--- src/rtl/div_unit.sv ---
// div_unit: multi-cycle 32-bit restoring divider for the EX stage.
// It keeps stallreq_for_ex high while a divide is in flight. It returns
// {remainder, quotient} in the cycle ready_o rises.
// Optional feature macro: DIV_SIGNED_EN. When it is defined, signed_div_i selects
// signed division. Otherwise every operation is unsigned.
module div_unit (
    input  logic        clk,
    input  logic        rst,
    input  logic        start_i,
    input  logic        signed_div_i,
    input  logic [31:0] opdata1_i,
    input  logic [31:0] opdata2_i,
    input  logic        annul_i,
    output logic [63:0] result_o,
    output logic        ready_o,
    output logic        stallreq_for_ex
);

    typedef enum logic [1:0] {StIdle, StByZero, StOn, StEnd} state_e;

    state_e      state_q, state_d;
    logic [5:0]  cnt_q;
    logic [64:0] work_q;
    logic [31:0] divisor_q;
    logic [63:0] result_q;

    logic        start_ok;
    logic [31:0] dividend_abs, divisor_abs;
    logic [32:0] trial;
    logic [64:0] work_step;
    logic [31:0] quot_fix, rem_fix;

    assign start_ok = start_i && !annul_i;

`ifdef DIV_SIGNED_EN
    logic neg_quot_q, neg_rem_q;
    logic neg_quot_in, neg_rem_in;

    // Operand magnitudes and result sign flags, taken only for signed divides.
    always_comb begin
        dividend_abs = opdata1_i;
        divisor_abs  = opdata2_i;
        neg_quot_in  = 1'b0;
        neg_rem_in   = 1'b0;
        if (signed_div_i) begin
            if (opdata1_i[31]) dividend_abs = -opdata1_i;
            if (opdata2_i[31]) divisor_abs  = -opdata2_i;
            neg_quot_in = opdata1_i[31] ^ opdata2_i[31];
            neg_rem_in  = opdata1_i[31];
        end
    end

    // Sign flags are captured when a divide is accepted.
    always_ff @(posedge clk) begin
        if (rst) begin
            neg_quot_q <= 1'b0;
            neg_rem_q  <= 1'b0;
        end else if (state_q == StIdle && start_ok && opdata2_i != 32'd0) begin
            neg_quot_q <= neg_quot_in;
            neg_rem_q  <= neg_rem_in;
        end
    end
`else
    logic unused_signed_div;
    assign unused_signed_div = signed_div_i;

    // Unsigned-only build: operands pass through unchanged.
    always_comb begin
        dividend_abs = opdata1_i;
        divisor_abs  = opdata2_i;
    end
`endif

    // One restoring step. The LSB of work_q is a shift slot, so the first trial
    // already includes the dividend MSB.
    always_comb begin
        trial = work_q[64:32] - {1'b0, divisor_q};
        if (trial[32]) begin
            work_step = {work_q[63:0], 1'b0};
        end else begin
            work_step = {trial[31:0], work_q[31:0], 1'b1};
        end
    end

    // Final quotient and remainder are taken from the post-step value, then sign-corrected.
    always_comb begin
        quot_fix = work_step[31:0];
        rem_fix  = work_step[64:33];
`ifdef DIV_SIGNED_EN
        if (neg_quot_q) quot_fix = -work_step[31:0];
        if (neg_rem_q)  rem_fix  = -work_step[64:33];
`endif
    end

    // State register.
    always_ff @(posedge clk) begin
        if (rst) state_q <= StIdle;
        else     state_q <= state_d;
    end

    // Next-state logic.
    always_comb begin
        state_d = state_q;
        unique case (state_q)
            StIdle: begin
                if (start_ok) state_d = (opdata2_i == 32'd0) ? StByZero : StOn;
            end
            StByZero: state_d = StEnd;
            StOn: begin
                if (annul_i)             state_d = StIdle;
                else if (cnt_q == 6'd31) state_d = StEnd;
            end
            StEnd: begin
                if (annul_i || !start_i) state_d = StIdle;
            end
            default: state_d = StIdle;
        endcase
    end

    // Datapath: operand capture, iteration, and result latch.
    always_ff @(posedge clk) begin
        if (rst) begin
            cnt_q     <= 6'd0;
            work_q    <= 65'd0;
            divisor_q <= 32'd0;
            result_q  <= 64'd0;
        end else begin
            unique case (state_q)
                StIdle: begin
                    if (start_ok && opdata2_i != 32'd0) begin
                        divisor_q <= divisor_abs;
                        work_q    <= {32'd0, dividend_abs, 1'b0};
                        cnt_q     <= 6'd0;
                    end
                end
                StByZero: result_q <= 64'd0;
                StOn: begin
                    if (!annul_i) begin
                        work_q <= work_step;
                        cnt_q  <= cnt_q + 6'd1;
                        if (cnt_q == 6'd31) result_q <= {rem_fix, quot_fix};
                    end
                end
                default: ;
            endcase
        end
    end

    assign result_o        = result_q;
    assign ready_o         = (state_q == StEnd);
    assign stallreq_for_ex = !annul_i &&
                             ((state_q == StIdle && start_i) ||
                              state_q == StByZero || state_q == StOn);

endmodule
--- config.mk ---
export PLATFORM = sky130hd
export DESIGN_NAME = div_unit
export DESIGN_NICKNAME = d
export VERILOG_FILES = /design/src/rtl/div_unit.sv
export SDC_FILE = /design/constraint.sdc
export NUM_CORES = 1
export LEC_CHECK = 0
export CAP_MARGIN = 5
export CORE_ASPECT_RATIO = 0.9
export CORE_UTILIZATION = 54
export DETAILED_ROUTE_END_ITERATION = 12
export PLACE_DENSITY_LB_ADDON = 0.08
export SETUP_SLACK_MARGIN = 0.5
export SLEW_MARGIN = 0
export SYNTH_ARGS = -nofsm -noshare
export SYNTH_HDL_FRONTEND = slang
export SYNTH_SLANG_ARGS = --single-unit
--- constraint.sdc ---
create_clock -name clk -period 3.42 [get_ports clk]
set_input_delay 0.684 -clock clk [delete_from_list [all_inputs] [get_ports clk]]
set_output_delay 0.684 -clock clk [all_outputs]
set_load 0.02 [all_outputs]
==> results.yml <==
drt:
  num_vias: 8191
  wl_mm: 24.4
  drcViolationCount: 0
  via_per_inst: 5.85
  first_pass_iters: 6
  postRouteAntennaNets: 0
  wl_per_cell_um: 17.4
  drt_iter0_drc: 922
die:
  die_y_um: 120
  num_rows: 42
  io_pins: 135
  die-area_um2: 16000
  core_area_um2: 14900
  start_util: 0.562
  die_w_um: 133
worst_setup_path:
  critPathMaxFanout: 7
  path_class: "register to register"
  cp-end-kind: "register"
  crit_chain: "inv_2, ha_4, inv_2, fa_2, a211oi_4, o211ai_4, nand3_4, a2111oi_4, o211ai_1, nor2b_4, buf_12, buf_12, mux2i_1, o21ai_0"
  max_stage_delay_ps: 380
  cp_slowest_cell: "fa_2"
  arrival_ps: 3290
  critPathTopFamily: "compound AO/OA/AOI/OAI gates"
  cp.buffers_inverters: 4
  startpoint_type: "register"
  required_ps: 3700
power_and_ir_drop:
  power_mw: 5.10
  clockPowerShare: 0.376
  p_sw_frac: 0.288
  combinationalPowerShare: 0.221
  p_leak_nw: 4.12
  power_frac_seq: 0.403
  power.density_nw_per_um2: 458
  switching_power_mw: 1.47
  intPower_mw: 3.63
  ir_drop_uv: 364
global_route:
  grt_usage: 0.290
  grt-ovfl-total: 0
  grt_pass1_vias: 7305
  grt_max_degree: 55
  grt_first_pass_wirelength_mm: 37.1
  antenna_found_initial: 0
timing:
  hold_violations: 0
  clock-skew-final_ps: 11.3
  finalMaxSlewViolations: 0
  tns_ps: 0
  period_needed_ps: 3010
  relSlewSlack: 0.577
  fin_crit_sh: 0.881
  worst_pin_slew_ps: 634
  setup_viol: 0
  fmax_mhz: 332
  rsz0062_at_grt: "true"
  holdWs_ps: 449
synth:
  syn_avg_cell_area_um2: 7.90
  yosys.area.top_type: "dfxtp_1"
  yosysSeqAreaShare: 0.404
  synth_enable_flop_cells: 0
  syn-num-nets: 1164
  netlist_area_um2: 8380
  ys_async_sr_fraction: 0
  synthFlopType: "dfxtp_1"
  yosysWarnings: 0
  synth_top_area_frac: 0.404
  synth.area.top_cells: "dfxtp_1 (40%), nand2_1 (10%), a21oi_1 (6.6%)"
  syn_inst: 1061
  ys_types: 65
  ys_ff_latch: 169
clock_network:
  clk_latency_ps: 430
  clock-sinks: 169
  cts_tree: "built"
  numCtsBuffers: 17
  htree_levels: 4
  postCtsHoldBufs: 0
  root_buffer: "clkbuf_16"
  path_clk_slew_ps: 70
  clockBufferDepth: 2
placed_design:
  portBuffers: 133
  gp_congestion: 0.917
  dp_hpwl_mm: 15.5
  placed_area_um2: 9920
layout:
  design_area_um2: 11100
  drive_above_1_share: 0.125
  layout.nets: 1292
  area_growth_pct: 32.8
  insertedDiodeCount: 0
  nFillCells: 1157
hold_path:
  holdCritPathClass: "register to register"
status:
  status: "finished, final reports clean"
flow_run:
  cap_violations: 0
[state kept, by name, indices dropped and copies added, names as in the netlist]
register and cells:
work_q 65, result_o 64, divisor_q 32, cnt_q 6
state_q 2
[cell families after synthesis]
family | synth area share
AOI/OAI and AO/OA | 0.236
xor gates and xnor gates | 0.0303
adders and majority gates | 0.0516
buffers and inverters | 0.0516
DFF | 0.404
muxes | 0.0324
and+or+nand+nor | 0.195
[layout by cell type, fill, tap and decap left out, types with 23 or more instances in the layout]
master / n
nand2_1: 225
buf_4: 34
dfxtp_1: 166
clkdlybuf4s50_1: 132
nor2_1: 56
inv_1: 41
a21oi_1: 103
nand3_1: 39
ha_1: 23
o21ai_0: 61
[repair_timing]
action | CTS | global route
setup buffers | 5 | 9
endpoints found under the setup margin | 72 | 86
gates resized for setup | 27 | 66
hold endpoints to repair | 0 | 0
pin swaps | 15 | 18
gates cloned | 0 | 3
[per-stage QoR]
stage	std cells	util	setup WS, ps
global route	1399	0.746	274
floorplan	1061	-	640
detailed placement	1351	0.664	32.6
finish	1399	0.746	408
CTS	1387	0.714	499
global placement	1351	0.664	88.4
[synthesized netlist by cell type, types with 4 or more instances]
library cell and instances:
nand2_1 227, o22ai_1 4, a32oi_1 13, dfxtp_1 169, o21a_1 6, o21bai_1 5
clkbuf_1 54, inv_1 43, nor4_1 8, a211o_1 5, xor2_1 18, xnor2_1 11
o21ai_0 68, a21oi_1 111, o21ai_1 8, mux2i_1 23, nand4_1 8, o31ai_1 4
nor3_1 14, a31oi_1 5, o211ai_1 4, ha_1 33, a311oi_1 19, nand3_1 40
a22oi_1 17, nand2b_1 7, nor2_1 61, a21o_1 14, buf_2 7
[tightest hold or removal path, cell delays in order, from the launching register on]
cell and delay, ps:
dfxtp_1 310, nand2_1 50, a21oi_1 50
[per-layer routing]
| metal | vias up | track usage | share of wire |
|---|---|---|---|
| met1 | 3842 | 0.412 | 0.46 |
| met3 | 36 | 0.0549 | 0.064 |
| met5 | - | 0 | 0 |
| met2 | 327 | 0.459 | 0.46 |
| li1 | 3986 | - | - |
| met4 | 0 | 0.0604 | 0.014 |
[power by group through the flow]
stage	clock, mW	sequential, mW	combinational, mW
after floorplan	0	2.09	0.596
after global placement	0	2.10	0.827
after detailed placement	0	2.10	0.836
after CTS	1.93	2.05	0.900
after global routing	2.03	2.06	1.20
final	1.92	2.06	1.13
[cell type report]
class / instances / area (um^2) / area share
multi-input cells: 784 / 5030 / 0.452
flip-flops and latches: 169 / 3390 / 0.304
repair buffers: 174 / 1720 / 0.155
clock buffers: 18 / 439 / 0.0394
well taps: 198 / 248 / 0.0222
inverters: 43 / 161 / 0.0145
clock inverters: 13 / 145 / 0.0130
[final timing paths]
kind | startpoint | endpoint | slack (ps) | depth (start not counted)
setup / recovery | work_q[32] | work_q[41] | 410 | 14
hold / removal | result_o[10] | result_o[10] | 450 | 2
setup reg to reg | work_q[32] | work_q[41] | 410 | 14
hold reg to reg | result_o[10] | result_o[10] | 450 | 2
(Power assumes the default switching activity.)
